### src/rtl/knn_pkg.sv
// knn_pkg: FSM encoding, training-word layout and feed order shared by knn_ctrl.
package knn_pkg;
    localparam logic [3:0] S_IDLE    = 4'd0;
    localparam logic [3:0] S_FETCH   = 4'd1;
    localparam logic [3:0] S_LOAD    = 4'd2;
    localparam logic [3:0] S_FEED0   = 4'd4;
    localparam logic [3:0] S_FEED1   = 4'd5;
    localparam logic [3:0] S_FEED2   = 4'd6;
    localparam logic [3:0] S_FEED3   = 4'd7;
    localparam logic [3:0] S_WAIT    = 4'd8;
    localparam logic [3:0] S_SAMPLE  = 4'd9;
    localparam logic [3:0] S_CAPTURE = 4'd10;
    localparam logic [3:0] S_VOTE    = 4'd11;
    localparam logic [3:0] S_DONE    = 4'd12;
    // mem_rdata = {label, x, y}; field offsets counted in DATA_W units
    localparam int OFS_Y  = 0;
    localparam int OFS_X  = 1;
    localparam int OFS_LB = 2;
    // FEED0..3 sit at 4..7 so the low two state bits pick the operand
    localparam logic [1:0] FD_TX = 2'd0;
    localparam logic [1:0] FD_X  = 2'd1;
    localparam logic [1:0] FD_TY = 2'd2;
    localparam logic [1:0] FD_Y  = 2'd3;
endpackage

### src/rtl/knn_sort_list.sv
// knn_sort_list: K-entry list kept ascending by distance; inserts shift worse entries down.
module knn_sort_list #(
    parameter int ADDR_W  = 8,
    parameter int DATA_W  = 16,
    parameter int LABEL_W = 4,
    parameter int K       = 4
) (
    input  logic                 clk,
    input  logic                 rst,
    input  logic                 clr,
    input  logic                 ins,
    input  logic [ADDR_W-1:0]    idx_i,
    input  logic [DATA_W-1:0]    dist_i,
    input  logic [LABEL_W-1:0]   label_i,
    output logic [K-1:0]         valid_o,
    output logic [K*ADDR_W-1:0]  idx_o,
    output logic [K*DATA_W-1:0]  dist_o,
    output logic [K*LABEL_W-1:0] label_o
);
    logic [K-1:0]         v_q, v_d, lt, lt_p, v_sh;
    logic [K*ADDR_W-1:0]  i_q, i_d, i_sh;
    logic [K*DATA_W-1:0]  d_q, d_d, d_sh;
    logic [K*LABEL_W-1:0] l_q, l_d, l_sh;
    // a slot accepts the new point if empty or strictly worse, so ties keep the older entry ahead
    always_comb begin
        lt = '0;
        for (int j = 0; j < K; j++) lt[j] = !v_q[j] || dist_i < d_q[j*DATA_W +: DATA_W];
    end
    assign lt_p = K'({lt, 1'b0});
    assign v_sh = K'({v_q, 1'b0});
    assign i_sh = (K*ADDR_W)'({i_q, {ADDR_W{1'b0}}});
    assign d_sh = (K*DATA_W)'({d_q, {DATA_W{1'b0}}});
    assign l_sh = (K*LABEL_W)'({l_q, {LABEL_W{1'b0}}});
    always_comb begin
        v_d = v_q;
        i_d = i_q;
        d_d = d_q;
        l_d = l_q;
        if (clr) begin
            v_d = '0;
            i_d = '0;
            d_d = '0;
            l_d = '0;
        end else if (ins) begin
            for (int j = 0; j < K; j++) begin
                if (lt[j]) begin
                    v_d[j] = lt_p[j] ? v_sh[j] : 1'b1;
                    i_d[j*ADDR_W +: ADDR_W] = lt_p[j] ? i_sh[j*ADDR_W +: ADDR_W] : idx_i;
                    d_d[j*DATA_W +: DATA_W] = lt_p[j] ? d_sh[j*DATA_W +: DATA_W] : dist_i;
                    l_d[j*LABEL_W +: LABEL_W] = lt_p[j] ? l_sh[j*LABEL_W +: LABEL_W] : label_i;
                end
            end
        end
    end
    always_ff @(posedge clk or negedge rst) begin
        if (!rst) begin
            v_q <= '0;
            i_q <= '0;
            d_q <= '0;
            l_q <= '0;
        end else begin
            v_q <= v_d;
            i_q <= i_d;
            d_q <= d_d;
            l_q <= l_d;
        end
    end
    assign valid_o = v_q;
    assign idx_o   = i_q;
    assign dist_o  = d_q;
    assign label_o = l_q;
endmodule

### src/rtl/knn_ctrl.sv
// knn_ctrl: streams training points through knn_core and keeps the K nearest.
// Define KNN_VOTE_EN to add a K-cycle majority-label vote after the last point.
module knn_ctrl
    import knn_pkg::*;
#(
    parameter int DATA_W  = 16,
    parameter int ADDR_W  = 8,
    parameter int LABEL_W = 4,
    parameter int K       = 4,
    parameter int DP_LAT  = 2
) (
    input  logic                        clk,
    input  logic                        rst,
    input  logic                        start,
    input  logic [ADDR_W-1:0]           n_points,
    input  logic [DATA_W-1:0]           test_x,
    input  logic [DATA_W-1:0]           test_y,
    output logic                        mem_rd,
    output logic [ADDR_W-1:0]           mem_addr,
    input  logic [LABEL_W+2*DATA_W-1:0] mem_rdata,
    output logic                        dp_enable,
    output logic [DATA_W-1:0]           dp_data_in,
    output logic                        dp_sample,
    input  logic [DATA_W-1:0]           dp_value,
    output logic                        busy,
    output logic                        done,
    output logic [K-1:0]                nn_valid,
    output logic [K*ADDR_W-1:0]         nn_idx,
    output logic [K*DATA_W-1:0]         nn_dist,
    output logic [LABEL_W-1:0]          nn_label
);
    localparam int WW = $clog2(DP_LAT + 2);
    logic [3:0]           st_q, st_d;
    logic [ADDR_W-1:0]    cnt_q, cnt_d;
    logic [DATA_W-1:0]    tx_q, tx_d, ty_q, ty_d, px_q, px_d, py_q, py_d;
    logic [LABEL_W-1:0]   pl_q, pl_d;
    logic [WW-1:0]        wt_q, wt_d;
    logic                 clr, feed, vote_last;
    logic [1:0]           sel;
    logic [K-1:0]         lst_v;
    logic [K*LABEL_W-1:0] lst_l;
`ifdef KNN_VOTE_EN
    localparam logic [3:0] S_LAST = S_VOTE;
    localparam int VW = $clog2(K + 1);
    logic [VW-1:0]      vi_q, vi_d, bc_q, bc_d, cnt_v;
    logic [LABEL_W-1:0] bl_q, bl_d, lab_q, lab_d, cur;
    logic               cv;
    // cycle vi_q: count valid entries sharing entry vi_q's label; only a strictly larger count wins
    always_comb begin
        cur = '0;
        cv = 1'b0;
        for (int j = 0; j < K; j++) begin
            if (VW'(j) == vi_q) begin
                cur = lst_l[j*LABEL_W +: LABEL_W];
                cv = lst_v[j];
            end
        end
        cnt_v = '0;
        for (int j = 0; j < K; j++) cnt_v = cnt_v + VW'(lst_v[j] && lst_l[j*LABEL_W +: LABEL_W] == cur);
        vi_d = vi_q;
        bc_d = bc_q;
        bl_d = bl_q;
        lab_d = st_q == S_DONE ? bl_q : lab_q;
        if (clr) begin
            vi_d = '0;
            bc_d = '0;
            bl_d = '0;
        end else if (st_q == S_VOTE) begin
            vi_d = vi_q + 1'b1;
            if (cv && cnt_v > bc_q) begin
                bc_d = cnt_v;
                bl_d = cur;
            end
        end
    end
    always_ff @(posedge clk or negedge rst) begin
        if (!rst) begin
            vi_q <= '0;
            bc_q <= '0;
            bl_q <= '0;
            lab_q <= '0;
        end else begin
            vi_q <= vi_d;
            bc_q <= bc_d;
            bl_q <= bl_d;
            lab_q <= lab_d;
        end
    end
    assign vote_last = vi_q == VW'(K - 1);
    assign nn_label = lab_q;
`else
    localparam logic [3:0] S_LAST = S_DONE;
    logic [LABEL_W-1:0] lab_c;
    // nearest valid entry; valid entries are contiguous from slot 0, so this is slot 0 or nothing
    always_comb begin
        lab_c = '0;
        for (int j = K - 1; j >= 0; j--) if (lst_v[j]) lab_c = lst_l[j*LABEL_W +: LABEL_W];
    end
    assign vote_last = 1'b1;
    assign nn_label = lab_c;
`endif
    assign clr = st_q == S_IDLE && start;
    always_comb begin
        st_d = st_q;
        cnt_d = cnt_q;
        tx_d = tx_q;
        ty_d = ty_q;
        px_d = px_q;
        py_d = py_q;
        pl_d = pl_q;
        wt_d = '0;
        case (st_q)
            S_IDLE: if (start) begin
                tx_d = test_x;
                ty_d = test_y;
                cnt_d = '0;
                st_d = n_points == '0 ? S_DONE : S_FETCH;
            end
            S_FETCH: st_d = S_LOAD;
            S_LOAD: begin
                pl_d = mem_rdata[OFS_LB*DATA_W +: LABEL_W];
                px_d = mem_rdata[OFS_X*DATA_W +: DATA_W];
                py_d = mem_rdata[OFS_Y*DATA_W +: DATA_W];
                st_d = S_FEED0;
            end
            S_FEED0, S_FEED1, S_FEED2: st_d = st_q + 4'd1;
            S_FEED3: st_d = DP_LAT == 0 ? S_SAMPLE : S_WAIT;
            S_WAIT: begin
                st_d = wt_q == WW'(DP_LAT - 1) ? S_SAMPLE : S_WAIT;
                wt_d = wt_q == WW'(DP_LAT - 1) ? '0 : wt_q + 1'b1;
            end
            S_SAMPLE: st_d = S_CAPTURE;
            S_CAPTURE: begin
                st_d = cnt_q == n_points - ADDR_W'(1) ? S_LAST : S_FETCH;
                cnt_d = cnt_q == n_points - ADDR_W'(1) ? cnt_q : cnt_q + 1'b1;
            end
            S_VOTE: st_d = vote_last ? S_DONE : S_VOTE;
            default: st_d = S_IDLE;
        endcase
    end
    always_ff @(posedge clk or negedge rst) begin
        if (!rst) begin
            st_q <= S_IDLE;
            cnt_q <= '0;
            tx_q <= '0;
            ty_q <= '0;
            px_q <= '0;
            py_q <= '0;
            pl_q <= '0;
            wt_q <= '0;
        end else begin
            st_q <= st_d;
            cnt_q <= cnt_d;
            tx_q <= tx_d;
            ty_q <= ty_d;
            px_q <= px_d;
            py_q <= py_d;
            pl_q <= pl_d;
            wt_q <= wt_d;
        end
    end
    assign feed = st_q[3:2] == 2'b01;
    assign sel = st_q[1:0];
    assign mem_rd = st_q == S_FETCH;
    assign mem_addr = mem_rd ? cnt_q : '0;
    assign dp_enable = st_q >= S_FEED0 && st_q <= S_CAPTURE;
    assign dp_data_in = !feed ? '0 : sel == FD_TX ? tx_q : sel == FD_X ? px_q : sel == FD_TY ? ty_q : py_q;
    assign dp_sample = st_q == S_SAMPLE;
    assign busy = st_q != S_IDLE;
    assign done = st_q == S_DONE;
    knn_sort_list #(.ADDR_W(ADDR_W), .DATA_W(DATA_W), .LABEL_W(LABEL_W), .K(K)) u_list (
        .clk(clk),
        .rst(rst),
        .clr(clr),
        .ins(st_q == S_CAPTURE),
        .idx_i(cnt_q),
        .dist_i(dp_value),
        .label_i(pl_q),
        .valid_o(lst_v),
        .idx_o(nn_idx),
        .dist_o(nn_dist),
        .label_o(lst_l)
    );
    assign nn_valid = lst_v;
endmodule

### config.mk
export PLATFORM = sky130hd
export DESIGN_NAME = knn_ctrl
export DESIGN_NICKNAME = d
export VERILOG_FILES = /design/src/rtl/knn_pkg.sv /design/src/rtl/knn_sort_list.sv /design/src/rtl/knn_ctrl.sv
export SDC_FILE = /design/constraint.sdc
export NUM_CORES = 1
export LEC_CHECK = 0
export CAP_MARGIN = 20
export CORE_ASPECT_RATIO = 1.25
export CORE_MARGIN = 2
export CORE_UTILIZATION = 40
export CTS_CLUSTER_SIZE = 30
export DETAILED_ROUTE_END_ITERATION = 8
export GPL_TIMING_DRIVEN = 0
export MAX_ROUTING_LAYER = met4
export PLACE_DENSITY_LB_ADDON = 0.05
export SKIP_LAST_GASP = 1
export SYNTH_ARGS = -nofsm -noshare
export SYNTH_HDL_FRONTEND = slang
export SYNTH_SLANG_ARGS = --single-unit
### constraint.sdc
create_clock -name clk -period 3.2 [get_ports clk]
set_clock_uncertainty 0.05 [all_clocks]
set_input_delay 0.32 -clock clk [delete_from_list [all_inputs] [get_ports clk]]
set_output_delay 0.32 -clock clk [all_outputs]
set_load 0.05 [all_outputs]
==> flow_summary.json <==
{
  "status": "complete, no violations",
  "clockPowerShare_pct": 26.1,
  "crit_required_ps": 2830,
  "synthCells": 1264,
  "report.power.total_mw": 8.28,
  "cp-start-kind": "register",
  "io_pins": 228,
  "end_kind": "output port",
  "internal_power_mw": 5.13,
  "power_frac_seq_pct": 39.7,
  "drt_iter0_drc": 544,
  "crit_chain": "buf_2 -> nor2b_1 -> a221o_1 -> o21ai_0 -> o21ai_0 -> dlygate4sd2_1",
  "cp_top_family": "buffers and inverters",
  "cp_slowest_cell": "dlygate4sd2_1",
  "cp_common_cell": "o21ai_0",
  "fin_ws_ps": 126,
  "cts_buffers": 17,
  "yosysWarnings": 0,
  "grt_max_degree": 73,
  "slew_viol_final": 0,
  "synth-edff-count": 0,
  "post-route-drc-count": 0,
  "avgViaCountPerCell": 5.30,
  "swShare_pct": 38.1,
  "routed-via-count": 9937,
  "power.density_nw_per_um2": 569,
  "gr-total-overflow": 0,
  "ant_nets": 0,
  "power_switching_mw": 3.15,
  "post-place-ws_ps": -1040,
  "grt_pass1_vias": 10300,
  "ys_types": 55,
  "syn_nets": 1425,
  "cts_max_level": 4,
  "peakVddDrop_mv": 0.417,
  "cts_buffer_depth": 2,
  "combPwrFrac_pct": 34.2,
  "tns_ps": 0,
  "die_w_um": 153,
  "path_buf_inv": 2,
  "async_flop_share_pct": 100,
  "synth_seq_area_share_pct": 44.5,
  "synth_seq_cells": 198,
  "insertion_delay_ps": 450,
  "dominantRegCellSynth": "dfrtp_1",
  "fin_crit_sh_pct": 96.1,
  "area_delta_synth_final_pct": 30.6,
  "clk_pin_slew_worst_paths_ps": 70,
  "core_um2": 27500,
  "syn_avg_cell_area_um2": 8.81,
  "dieHeight_um": 191,
  "cap_violations": 0,
  "synth_area_um2": 11100,
  "rsz0062_at_grt": "false",
  "path_class": "reg -> out",
  "num_rows": 68,
  "initial_utilization_pct": 40.5,
  "grt_pass1_wl_mm": 56.6,
  "worst_pin_slew_ps": 783,
  "drive_above_1_share_pct": 8.99,
  "fmax_mhz": 325,
  "port_buffers": 227,
  "gp_congestion": 0.871,
  "nets": 1672,
  "clockRootBuffer": "clkbuf_16",
  "maxSlewHeadroom_pct": 47.8,
  "hold_path_class": "in -> reg",
  "slowest_delay_ps": 580,
  "drt_wl_total_mm": 35.8,
  "arrival_ps": 2700,
  "cts_num_sinks": 198,
  "crit_fanout": 10,
  "p_leak_nw": 6.26,
  "wire_per_inst_um": 19.1,
  "finalCriticalPeriod_ps": 3070,
  "timing.hold.ws_ps": 268,
  "track_usage_pct": 25.6,
  "antenna_found_initial": 1,
  "die-area_um2": 29200,
  "dpl.hpwl_mm": 27.1,
  "drtPass1Iterations": 5,
  "cts_tree": "yes",
  "finalHoldViolations": 0,
  "setup_viol": 0
}
metrics by stage:
stage                     std cells  util [%]  cell area (um2)
after detailed placement       1843      50.6            13900
after global placement         1841      50.4            13800
after CTS                      1874      52.9            14500
after global routing           1875      52.9            14500
after floorplan                1264         -            11100
final                          1875      52.9            14500
area by class of cell:
| class | instances | area [um2] |
|---|---|---|
| diodes | 1 | 2.50 |
| plain buffers | 83 | 367 |
| clock buffers | 17 | 425 |
| clock inverters | 15 | 145 |
| fillers | 2624 | 12900 |
| inverters | 68 | 255 |
| multi-input cells | 913 | 5620 |
| flip-flops and latches | 198 | 4950 |
| well taps | 350 | 438 |
| repair buffers | 230 | 2330 |
cells in the final DEF, fill, tap and decap left out, types with 52 or more instances in the layout:
cell type        synthesis  layout
a21oi_1                114     113
clkdlybuf4s50_1          0     194
dfrtp_1                198     198
ha_1                    66      64
inv_1                   68      67
mux2i_1                 73      73
nand2_1                254     254
nand3_1                 52      52
nor2_1                  97      96
o21ai_0                 56      55
tightest hold or removal path: cells and delay by family:
| family | cells | cell delay [ps] |
|---|---|---|
| buffers and inverters | 1 | 230 |
| and+or+nand+nor | 1 | 100 |
| AOI/OAI and AO/OA | 1 | 60 |
what timing repair did:
action | CTS | global route
hold endpoints to repair | 58 | 0
setup buffers | 0 | 0
gates resized for setup | 97 | 32
hold buffers | 1 | 0
endpoints found under the setup margin | 97 | 104
per-layer routing:
| layer | part of all wire [%] | global-route usage (%) | vias up |
|---|---|---|---|
| met3 | 4.6 | 4.55 | 45 |
| met2 | 51 | 44.5 | 244 |
| met5 | 0 | - | - |
| li1 | - | - | 4813 |
| met4 | 2.3 | 8.12 | 0 |
| met1 | 42 | 30.2 | 4835 |
power groups by stage:
stage | Sequential, mW | Combinational (mW) | Clock (mW)
final | 3.29 | 2.83 | 2.16
after global routing | 3.34 | 3.13 | 2.29
after CTS | 3.28 | 2.86 | 2.20
after detailed placement | 3.33 | 2.83 | 0
after global placement | 3.32 | 2.79 | 0
after floorplan | 3.34 | 1.78 | 0
worst paths after layout:
path,to,slack [ps],from,cells past startpoint
setup / recovery,nn_label[1],130,u_list.valid_o[2],6
hold / removal,u_list.dist_o[1],270,dp_value[1],3
setup reg to reg,cnt_q[6],270,st_q[2],7
hold reg to reg,wt_q[0],380,wt_q[0],1
max in group asynchronous,wt_q[1],1670,rst,4
min in group asynchronous,u_list.dist_o[58],330,rst,2
state kept, by name (all words and copies together) (netlist names):
signal          cells
cnt_q               8
pl_q                4
px_q               16
py_q               16
st_q                4
tx_q               16
ty_q               16
u_list.dist_o      64
u_list.idx_o       32
u_list.label_o     16
u_list.valid_o      4
wt_q                2
cells by family after synthesis:
family                   synth area share (%)
AO/OA/AOI/OAI                            13.6
XOR/XNOR                                0.866
adder cells (fa/ha/maj)                  7.42
buffers and inverters                    5.26
flip-flops                               44.5
multiplexers                             10.3
AND/OR/NAND/NOR                          18.0
synth_stat cells (all sizes together), types with 2 or more instances:
master	number	share of area [%]
nand2	254	8.6
xor2	5	0.39
a21oi	114	5.1
inv	68	2.3
o31ai	15	1.0
dfrtp	198	45
a32oi	2	0.16
nor4b	2	0.27
a211oi	4	0.38
a31oi	29	1.6
o21ai	58	2.6
nand2b	9	0.51
mux2i	73	6.6
nand4	7	0.39
nand3	52	2.3
o211ai	4	0.27
and2	6	0.34
xnor2	6	0.47
a221o	5	0.45
nor3	9	0.40
a21o	6	0.40
and3	15	0.84
nor2	97	3.3
a22oi	2	0.13
or3	4	0.22
or4	2	0.17
ha	66	7.4
clkbuf	65	2.2
a2111oi	3	0.24
mux2	37	3.7
o21a	4	0.27
buf	20	0.78
nor2b	5	0.28
(Power assumes the default switching activity.)
